`src/rtl/hex_scroll_sequencer.sv`:
```
// Timed scroller for a 5-character message expanded to an 8-slot ring, feeding the
// HEX character-decode stage with rotated 3-bit codes.
module hex_scroll_sequencer #(
  parameter int unsigned TICK_DIV = 50000000
) (
  input  logic       CLOCK_50,
  input  logic       reset,
  input  logic       load,
  input  logic [2:0] u,
  input  logic [2:0] v,
  input  logic [2:0] w,
  input  logic [2:0] x,
  input  logic [2:0] y,
  input  logic       en,
  input  logic       dir,
  input  logic       step,
  output logic [2:0] m7,
  output logic [2:0] m6,
  output logic [2:0] m5,
  output logic [2:0] m4,
  output logic [2:0] m3,
  output logic [2:0] m2,
  output logic [2:0] m1,
  output logic [2:0] m0,
  output logic [2:0] pos,
  output logic [1:0] state,
  output logic       tick
);

  localparam int unsigned CntW = $clog2(TICK_DIV);
  localparam logic [CntW-1:0] CntMax = CntW'(TICK_DIV - 1);

  typedef enum logic [1:0] {
    StBlank = 2'b00,
    StRun   = 2'b01,
    StHold  = 2'b10
  } state_e;

  state_e          state_q, state_d;
  logic [2:0]      ring_q [8];
  logic [2:0]      pos_q;
  logic [CntW-1:0] cnt_q;
  logic            tick_q;
  logic            step_q;
  logic            step_edge_q;
  logic [2:0]      pos_adv;
  logic            wrap;
  logic [2:0]      disp [8];

  assign pos_adv = dir ? (pos_q - 3'd1) : (pos_q + 3'd1);
  assign wrap    = (state_q == StRun) && (cnt_q == CntMax);

  always_ff @(posedge CLOCK_50) begin
    if (reset) begin
      state_q <= StBlank;
    end else begin
      state_q <= state_d;
    end
  end

  always_comb begin
    state_d = state_q;
    if (load) begin
      state_d = en ? StRun : StHold;
    end else if (state_q != StBlank) begin
      state_d = en ? StRun : StHold;
    end
  end

  // Step edge is registered before use, so a manual advance lands one cycle after sampling.
  always_ff @(posedge CLOCK_50) begin
    if (reset) begin
      for (int i = 0; i < 8; i++) ring_q[i] <= 3'b111;
      pos_q       <= 3'd0;
      cnt_q       <= '0;
      tick_q      <= 1'b0;
      step_q      <= 1'b0;
      step_edge_q <= 1'b0;
    end else begin
      step_q      <= step;
      step_edge_q <= step & ~step_q;
      tick_q      <= 1'b0;
      if (load) begin
        ring_q[0] <= u;
        ring_q[1] <= v;
        ring_q[2] <= w;
        ring_q[3] <= w;
        ring_q[4] <= x;
        ring_q[5] <= y;
        ring_q[6] <= y;
        ring_q[7] <= y;
        pos_q     <= 3'd0;
        cnt_q     <= '0;
      end else if (state_q == StRun) begin
        if (wrap) begin
          cnt_q  <= '0;
          tick_q <= 1'b1;
          pos_q  <= pos_adv;
        end else begin
          cnt_q <= cnt_q + 1'b1;
        end
      end else if (state_q == StHold && step_edge_q) begin
        pos_q <= pos_adv;
      end
    end
  end

  always_comb begin
    for (int i = 0; i < 8; i++) begin
      disp[i] = (state_q == StBlank) ? 3'b111 : ring_q[pos_q + 3'(i)];
    end
  end

  assign m7    = disp[0];
  assign m6    = disp[1];
  assign m5    = disp[2];
  assign m4    = disp[3];
  assign m3    = disp[4];
  assign m2    = disp[5];
  assign m1    = disp[6];
  assign m0    = disp[7];
  assign pos   = pos_q;
  assign state = state_q;
  assign tick  = tick_q;

endmodule

```
`config.mk`:
```
export PLATFORM = sky130hd
export DESIGN_NAME = hex_scroll_sequencer
export DESIGN_NICKNAME = d
export VERILOG_FILES = /design/src/rtl/hex_scroll_sequencer.sv
export SDC_FILE = /design/constraint.sdc
export NUM_CORES = 1
export LEC_CHECK = 0
export CAP_MARGIN = 20
export CORE_MARGIN = 2
export CORE_UTILIZATION = 40
export CTS_BUF_LIST = sky130_fd_sc_hd__clkbuf_8 sky130_fd_sc_hd__clkbuf_16
export CTS_CLUSTER_DIAMETER = 120
export CTS_CLUSTER_SIZE = 16
export DETAILED_ROUTE_END_ITERATION = 10
export PLACE_DENSITY = 0.65
export SLEW_MARGIN = 25
export SYNTH_ARGS = -nofsm -noshare
export SYNTH_HDL_FRONTEND = slang
export SYNTH_SLANG_ARGS = --single-unit
```
`constraint.sdc`:
```
create_clock -name CLOCK_50 -period 8.4 [get_ports CLOCK_50]
set_input_delay 1.68 -clock CLOCK_50 [delete_from_list [all_inputs] [get_ports CLOCK_50]]
set_output_delay 1.68 -clock CLOCK_50 [all_outputs]
set_load 0.02 [all_outputs]
```
==> results of run 1 <==
[logic make-up (layout without fill, tap and decap cells)]
| group | after synthesis | in the layout | synth area share |
|---|---|---|---|
| adders and majority gates | 3 | 3 | 0.01117 |
| AOI/OAI and AO/OA | 66 | 66 | 0.1240 |
| and+or+nand+nor | 158 | 158 | 0.2502 |
| DFF | 55 | 55 | 0.3812 |
| buffers and inverters | 28 | 68 | 0.04579 |
| muxes | 39 | 39 | 0.1407 |
| xor gates and xnor gates | 18 | 18 | 0.04691 |
[layer usage]
metal	vias to the layer above	track usage	wire length [um]
li1	1432	-	-
met1	1343	0.2569	3875
met2	58	0.2663	3271
met3	7	0.02213	281
met4	0	0.04286	76
met5	-	0	0
[layout make-up]
type / count / area, um2 / area share
clock buffers: 5 / 68.82 / 0.01739
repair buffers: 50 / 500.5 / 0.1265
multi-input cells: 284 / 1926 / 0.4866
flip-flops and latches: 55 / 1281 / 0.3237
inverters: 11 / 41.29 / 0.01043
clock inverters: 2 / 8.758 / 0.002213
well taps: 105 / 131.4 / 0.03320
[critical path, stage by stage, from the launching register on]
cell             delay [ns]
dfxtp_1                0.90
inv_1                  0.18
ha_1                   0.73
mux2_2                 0.42
nand2_1                0.08
o211ai_1               0.10
clkdlybuf4s50_1        0.57
[where the power goes]
group / switching, W / internal [W]
Sequential: 0.0000112 / 0.000284
Combinational: 0.0000397 / 0.0000388
Clock: 0.0000821 / 0.0000558
[metrics by stage]
step	std cells	total power, W
finish	512	0.0005117
global route	512	0.0005346
CTS	512	0.0005149
detailed placement	505	0.0003798
global placement	505	0.0003776
floorplan	367	0.0003467
[layout by cell type, fill, tap and decap left out, types with 2 or more instances in the layout]
cell type,netlist,routed
mux2i_1,27,27
nand4_1,10,10
a21oi_1,22,22
nand2_1,47,47
dfxtp_1,37,37
o31ai_1,4,4
nor4_1,9,9
mux4_2,6,6
nor2b_1,4,4
edfxtp_1,18,18
xnor2_1,11,11
o211ai_1,23,23
xor2_1,7,7
ha_1,3,3
mux2_2,6,6
nor3_1,6,6
nand2b_1,13,13
or3_1,7,7
nor2_1,27,27
and4_1,3,3
nand4b_1,4,4
clkbuf_8,0,5
clkdlybuf4s50_1,0,50
nand3b_1,2,2
inv_1,11,11
o21ai_0,13,13
nand3_1,9,9
or4_1,5,5
[worst paths after layout]
path,end,slack [ns],from,cells after the start
hold / removal,step_edge_q,0.39,step_q,1
setup / recovery,m2[2],3.43,pos[0],6
setup reg to reg,cnt_q[6],6.02,cnt_q[0],5
hold reg to reg,step_edge_q,0.39,step_q,1
[state kept, by name, indices dropped and copies added, names as in the netlist, named ones only]
name	count
ring_q	18
step_q	1
cnt_q	26
pos	3
tick	1
state	2
step_edge_q	1
==> flow_summary_export.csv, run 1 <==
group,metric,value,unit
global_routing,overflow,0,
place,hpwl,5700,um
flow_run,drv_cap,0,
clocking,clk_path_buf_depth,2,
sta,fmax,201.2,MHz
yosys,syn-instance-count,367,
critical_path,arrival,3.29,ns
clocking,cts_resized,0,
route,drt_iter0_markers,116,
global_routing,track_usage,0.1731,
pwr,powerDensity,129.3,nW/um2
place,globalplace.congestion,0.8045,
yosys,ys_ff_latch,55,
floorplan,start_util,0.4111,
clocking,cts_sinks,55,
critical_path,critical_path.max_fanout,19,
sta,rsz0062_at_grt,"false",
place,port_buffers,50,
route,drtPass1Iterations,4,
clocking,root_buffer,"clkbuf_8",
yosys,async_reset_ff_frac,0,
run_status,status,"completed",
route,routedWlPerCell,14.65,um
sta,fin_skew,0.01120,ns
yosys,netlist.area_leader.share,0.2204,
layout,drive_gt1_frac,0.06388,
route,ant_nets,0,
sta,min_period_over_period,0.5917,
yosys,post-synth-top-count-cell,"nand2_1",
pwr,leakagePower,1.234,nW
global_routing,antenna_found_initial,0,
layout,syn_to_final_growth,17.76,%
floorplan,die_width,95.66,um
yosys,synth_common_cells,"nand2_1, dfxtp_1, mux2i_1, nor2_1, o211ai_1",
yosys,synth_area_leaders,"dfxtp_1, edfxtp_1, mux2i_1",
floorplan,core_area,8175,um2
sta,tightest_slew,0.8695,ns
clocking,cts-hold-fix-buffers,0,
critical_path,cp.required,6.72,ns
yosys,synthFlopType,"dfxtp_1",
sta,timing.slew.headroom,0.4196,
global_routing,grt_max_degree,26,
clocking,cts-buffers-inserted,5,
place,dp_slack,3.763,ns
layout,layout.nets,431,
floorplan,die_h,95.66,um
layout,stdcell_area,3958,um2
sta,holdWs,0.3936,ns
global_routing,grt_pass1_wl,12390,um
sta,fin_tns_setup,0,ns
yosys,avgSynthCellArea,9.157,um2
yosys,syn_area,3361,um2
clocking,clk_pin_slew,0.09,ns
yosys,synthesis.nets,391,
min_path,hold_path_class,"flip-flop to flip-flop",
critical_path,crit_type,"flip-flop to primary output",
sta,setup_viol,0,
place,dpl_cell_area,3880,um2
yosys,yosys.area.top_type,"dfxtp_1",
clocking,clk_latency,0.31,ns
route,dr_total_vias,2840,
floorplan,die_area,9151,um2
sta,fin_crit,4.970,ns
yosys,seq_area_frac_synth,0.3812,
sta,maxSlewViolCount,0,
yosys,synth_enable_flop_cells,18,
global_routing,grt_pass1_vias,2546,
route,drc,0,
yosys,yosysWarnings,0,
clocking,cts_htree_levels,2,
sta,hold_viol,0,
critical_path,start_kind,"flip-flop",
layout,n_antenna_cell,0,
layout,num-fill-cells,806,
critical_path,worst_setup_path_end_kind,"primary output",
layout,postLayoutCoreUtil,0.4841,
sta,finalWorstSetupSlack,3.430,ns
clocking,cts_tree,"built",
pwr,peakVddDrop,91.65,uV
floorplan,pin_count,51,
route,routed_via_density,5.547,
route,totalWireLength,7503,um
yosys,ys_types,48,
floorplan,rows,33,
clocking,postCtsSetupBuffers,0,
No activity file was read; power rests on OpenSTA's default activity.
==> run 2: changes to the inputs <==
--- a/config.mk
+++ b/config.mk
@@ -12,7 +12,7 @@
 export CTS_CLUSTER_DIAMETER = 120
 export CTS_CLUSTER_SIZE = 16
 export DETAILED_ROUTE_END_ITERATION = 10
-export PLACE_DENSITY = 0.65
+export PLACE_DENSITY = 0.67
 export SLEW_MARGIN = 25
 export SYNTH_ARGS = -nofsm -noshare
 export SYNTH_HDL_FRONTEND = slang
==> constraint.sdc (replaced) <==
create_clock -name CLOCK_50 -period 4.25 [get_ports CLOCK_50]
set_input_delay 0.85 -clock CLOCK_50 [delete_from_list [all_inputs] [get_ports CLOCK_50]]
set_output_delay 0.85 -clock CLOCK_50 [all_outputs]
set_load 0.02 [all_outputs]
==> run 2 against run 1 <==
  * Via count barely moved
  * Global-route usage fell by 0.72 points
  * Sequential share of layout area fell by 0.15 points
  * Worst setup slack got worse by 3.1 ns
  * Worst hold slack got worse by 0.011 ns
  * Sequential cell count did not move
  * Die area did not move
  * Sequential power rose by 98%
  * Power rose by 97%
  * Critical endpoint is now m0[2]
  * Register-to-register slack got worse by 4.1 ns
  * Clock power rose by 93%
  * Utilization rose by 0.23 points
  * Largest cell class unchanged
==> flow_summary_export.csv, run 2 (same netlist as run 1, synthesis figures left out) <==
group,metric,value,unit
clocking,postCtsSetupBuffers,0,
clocking,clk_path_buf_depth,2,
place,dpl_cell_area,3895,um2
route,totalWireLength,7459,um
critical_path,cp_cell_sequence,"inv_1 > ha_1 > mux2_2 > nand2_1 > o211ai_1 > clkdlybuf4s50_1",
layout,largest_register_ffs,26,
pwr,leakagePower,1.253,nW
critical_path,critical_path.max_fanout,15,
place,globalplace.congestion,0.8522,
floorplan,core_area,8175,um2
clocking,root_buffer,"clkbuf_8",
sta,hold_viol,0,
critical_path,arrival,3.06,ns
layout,final_common_cell,"clkdlybuf4s50_1",
route,drtPass1Iterations,5,
min_path,hold_path_class,"flip-flop to flip-flop",
pwr,peakVddDrop,177.2,uV
sta,timing.slew.headroom,0.4563,
floorplan,die_area,9151,um2
sta,min_period_over_period,0.9209,
clocking,cts_htree_levels,2,
clocking,cts_tree,"built",
critical_path,cp_num_buf_inv,2,
global_routing,grt_pass1_wl,12010,um
route,drt_iter0_markers,216,
clocking,cts_sinks,55,
clocking,cts_resized,0,
critical_path,crit_family,"buffers and inverters",
route,drc,0,
critical_path,cp_slowest_cell,"ha_1",
sta,tightest_slew,0.8139,ns
layout,max_flop_register,"cnt_q",
layout,layout.nets,433,
sta,rsz0062_at_grt,"false",
sta,fmax,255.5,MHz
clocking,clk_latency,0.30,ns
layout,syn_to_final_growth,18.32,%
sta,fin_crit,3.914,ns
critical_path,cp.required,3.40,ns
global_routing,overflow,0,
sta,fin_tns_setup,0,ns
place,port_buffers,50,
floorplan,die_h,95.66,um
layout,seq_area,1281,um2
global_routing,grt_pass1_vias,2511,
critical_path,start_kind,"flip-flop",
critical_path,crit_type,"flip-flop to primary output",
layout,num-fill-cells,799,
route,routed_via_density,5.518,
layout,drive_gt1_frac,0.06829,
pwr,powerDensity,253.2,nW/um2
critical_path,worst_setup_path_end_kind,"primary output",
global_routing,grt_max_degree,26,
floorplan,start_util,0.4111,
layout,stdcell_area,3976,um2
flow_run,drv_cap,0,
layout,multi_input_area,1926,um2
route,dr_total_vias,2842,
layout,layout_common_cells,"clkdlybuf4s50_1, nand2_1, dfxtp_1",
run_status,status,"completed",
place,hpwl,5570,um
sta,setup_viol,0,
layout,finalNonFillerCells,515,
sta,fin_skew,0.008619,ns
sta,maxSlewViolCount,0,
global_routing,track_usage,0.1658,
route,ant_nets,0,
layout,n_antenna_cell,0,
place,numPlacedInstances,507,
floorplan,die_width,95.66,um
clocking,cts-hold-fix-buffers,0,
critical_path,cpPeakStageDelay,0.76,ns
clocking,cts-buffers-inserted,5,
floorplan,rows,33,
route,routedWlPerCell,14.48,um
global_routing,antenna_found_initial,0,
floorplan,pin_count,51,
clocking,clk_pin_slew,0.09,ns
-- run 2: routing by layer --
layer  global-route usage  up-vias  share of wire
met5                    0        -              0
met4              0.05476        0          0.018
met3              0.02372       12          0.052
met2               0.2453       82           0.43
met1               0.2472     1311           0.50
li1                     -     1437              -
-- run 2: layout make-up --
type / count / area share
Timing Repair Buffer: 52 / 0.1296
Inverter: 11 / 0.01038
Multi-Input combinational cell: 284 / 0.4843
Sequential cell: 55 / 0.3222
Clock buffer: 5 / 0.01731
Clock inverter: 3 / 0.003147
Tap cell: 105 / 0.03304
-- run 2: per-stage QoR --
stage / hold WS [ns] / util / setup WS (ns) / power [W]
4_1_cts: 0.3873 / 0.4864 / 0.3276 / 0.001015
6_report: 0.3828 / 0.4864 / 0.3361 / 0.001007
3_3_place_gp: 0.3700 / 0.4764 / 0.7645 / 0.0007471
5_1_grt: 0.3924 / 0.4864 / 0.1033 / 0.001058
2_1_floorplan: 0.3674 / - / 0.6566 / 0.0006853
3_5_place_dp: 0.3746 / 0.4764 / 0.6699 / 0.0007506
-- run 2: final timing paths --
kind         startpoint           to  slack, ns  depth (start not counted)
min reg2reg      step_q  step_edge_q       0.38                          1
max reg2reg    cnt_q[0]    cnt_q[13]       1.87                          5
max              pos[1]        m0[2]       0.34                          6
min              step_q  step_edge_q       0.38                          1
-- run 2: worst reg2reg max path, cell delays in order (launching register included) --
cell,delay [ns]
dfxtp_1,0.40
ha_1,0.18
nand3b_2,0.21
or4_2,0.80
o21ai_4,0.54
a21oi_1,0.11
-- run 2: report_power, final --
part | internal [W] | total [W] | switching [W]
logic | 0.0000775 | 0.000157 | 0.0000795
registers | 0.000561 | 0.000583 | 0.0000215
clock network | 0.000111 | 0.000267 | 0.000156
total | 0.000750 | 0.00101 | 0.000257
==> run 3: changes to the inputs <==
--- a/config.mk
+++ b/config.mk
@@ -8,7 +8,7 @@
 export CAP_MARGIN = 20
 export CORE_MARGIN = 2
 export CORE_UTILIZATION = 40
-export CTS_BUF_LIST = sky130_fd_sc_hd__clkbuf_8 sky130_fd_sc_hd__clkbuf_16
+export CTS_BUF_LIST = sky130_fd_sc_hd__clkbuf_4 sky130_fd_sc_hd__clkbuf_8
 export CTS_CLUSTER_DIAMETER = 120
 export CTS_CLUSTER_SIZE = 16
 export DETAILED_ROUTE_END_ITERATION = 10
==> run 3 against run 2 <==
  * Die area is the same
  * Clock skew shrank 0.0027 ns
  * Utilization grew 0.092 points
  * Clock power grew 6%
  * Final area grew 0.19%
  * Critical path depth is the same
  * Combinational power is essentially flat
  * Critical path type unchanged
  * Critical endpoint unchanged
  * Highest routed layer unchanged
==> flow_summary_export.csv, run 3 (same netlist as run 1, synthesis figures left out) <==
group,metric,value,unit
sta,fin_tns_setup,0,ns
clocking,clk_latency,0.30,ns
pwr,powerDensity,256.8,nW/um2
layout,postLayoutCoreUtil,0.4873,
sta,maxSlewViolCount,0,
critical_path,cp_cell_sequence,"inv_1 > ha_1 > mux2_2 > nand2_1 > o211ai_1 > clkdlybuf4s50_1",
pwr,peakVddDrop,178.3,uV
layout,max_flop_register,"cnt_q",
pwr,pwr-share-clk,0.277,
sta,fmax,255.4,MHz
pwr,p_switching,0.0002555,W
layout,layout.nets,433,
critical_path,critical_path.max_fanout,15,
sta,fin_crit,3.915,ns
critical_path,cp_slowest_cell,"ha_1",
critical_path,start_kind,"flip-flop",
route,met2_length,3195,um
layout,stdcell_area,3984,um2
clocking,cts_tree,"built",
global_routing,overflow,0,
floorplan,start_util,0.4111,
route,drc,0,
layout,syn_to_final_growth,18.54,%
floorplan,die_width,95.66,um
floorplan,core_area,8175,um2
flow_run,drv_cap,0,
place,dpl_cell_area,3895,um2
floorplan,die_h,95.66,um
global_routing,antenna_found_initial,0,
place,hpwl,5570,um
sta,min_period_over_period,0.9213,
pwr,internal-power,0.0007674,W
min_path,hold_path_class,"flip-flop to flip-flop",
clocking,clk_path_buf_depth,2,
sta,timing.slew.headroom,0.4619,
sta,setup_viol,0,
floorplan,rows,33,
sta,tightest_slew,0.8060,ns
pwr,leakagePower,1.251,nW
layout,drive_gt1_frac,0.07317,
layout,n_antenna_cell,0,
run_status,status,"completed",
route,routed_via_density,5.497,
sta,holdWs,0.3829,ns
floorplan,pin_count,51,
route,highest_layer,"met4",
global_routing,grt_pass1_wl,12010,um
critical_path,cpPeakStageDelay,0.76,ns
clocking,root_buffer,"clkbuf_8",
clocking,cts_resized,0,
route,drt_iter0_markers,212,
layout,final_common_cell,"clkdlybuf4s50_1",
sta,hold_viol,0,
clocking,cts-hold-fix-buffers,0,
place,dp_slack,0.6699,ns
clocking,cts-buffers-inserted,5,
route,routedWlPerCell,14.40,um
critical_path,cp.required,3.40,ns
clocking,postCtsSetupBuffers,0,
layout,largest_register_ffs,26,
route,ant_nets,0,
sta,finalWorstSetupSlack,0.3345,ns
global_routing,grt_max_degree,26,
route,totalWireLength,7416,um
layout,layout_common_cells,"clkdlybuf4s50_1, nand2_1, dfxtp_1",
place,port_buffers,50,
route,drt-met1-wl,3684,um
sta,fin_skew,0.005951,ns
place,globalplace.congestion,0.8522,
pwr,power_frac_comb,0.153,
floorplan,die_area,9151,um2
route,dr_total_vias,2831,
clocking,clk_pin_slew,0.09,ns
clocking,cts_htree_levels,2,
critical_path,crit_type,"flip-flop to primary output",
global_routing,track_usage,0.1658,
clocking,cts_sinks,55,
pwr,swShare,0.2498,
critical_path,worst_setup_path_end_kind,"primary output",
pwr,power_frac_seq,0.569,
sta,rsz0062_at_grt,"false",
route,wl_met3,399,um
route,drtPass1Iterations,4,
critical_path,arrival,3.07,ns
global_routing,grt_pass1_vias,2511,
[run 3: worst paths after layout]
check / from / endpoint / slack [ns] / depth (start not counted)
min reg2reg: step_q / step_edge_q / 0.38 / 1
max: pos[1] / m0[2] / 0.33 / 6
max reg2reg: cnt_q[0] / cnt_q[13] / 1.86 / 5
min: step_q / step_edge_q / 0.38 / 1
[run 3: critical path: cells and delay by family, from the launching register on]
| kind | cells | cell delay, ns |
|---|---|---|
| buf+inv | 2 | 0.84 |
| fa+ha+maj | 1 | 0.76 |
| flops | 1 | 0.58 |
| mux | 1 | 0.42 |
| compound gates | 1 | 0.09 |
| simple gates | 1 | 0.07 |
[run 3: routing by layer]
metal | vias to the layer above | global-route usage
met5 | - | 0
met4 | 0 | 0.05476
met3 | 12 | 0.02372
met2 | 82 | 0.2453
met1 | 1302 | 0.2472
li1 | 1435 | -
[run 3: through the flow]
step / std cells / total power [W]
final: 515 / 0.001023
after global routing: 515 / 0.001074
after CTS: 515 / 0.001032
after detailed placement: 507 / 0.0007506
after global placement: 507 / 0.0007471
after floorplan: 367 / 0.0006853
[run 3: layout make-up]
type                            instances  area, um2
Clock buffer                            7      83.83
Clock inverter                          1      5.005
Fill cell                             796       4192
Inverter                               11      41.29
Multi-Input combinational cell        284       1926
Sequential cell                        55       1281
Tap cell                              105      131.4
Timing Repair Buffer                   52      515.5
[run 3: power groups by stage]
stage / sequential [W] / clock (W) / combinational, W
2_1_floorplan: 0.000587 / 0 / 0.0000985
3_3_place_gp: 0.000593 / 0 / 0.000154
3_5_place_dp: 0.000594 / 0 / 0.000157
4_1_cts: 0.000582 / 0.000293 / 0.000157
5_1_grt: 0.000586 / 0.000318 / 0.000171
6_report: 0.000582 / 0.000284 / 0.000157
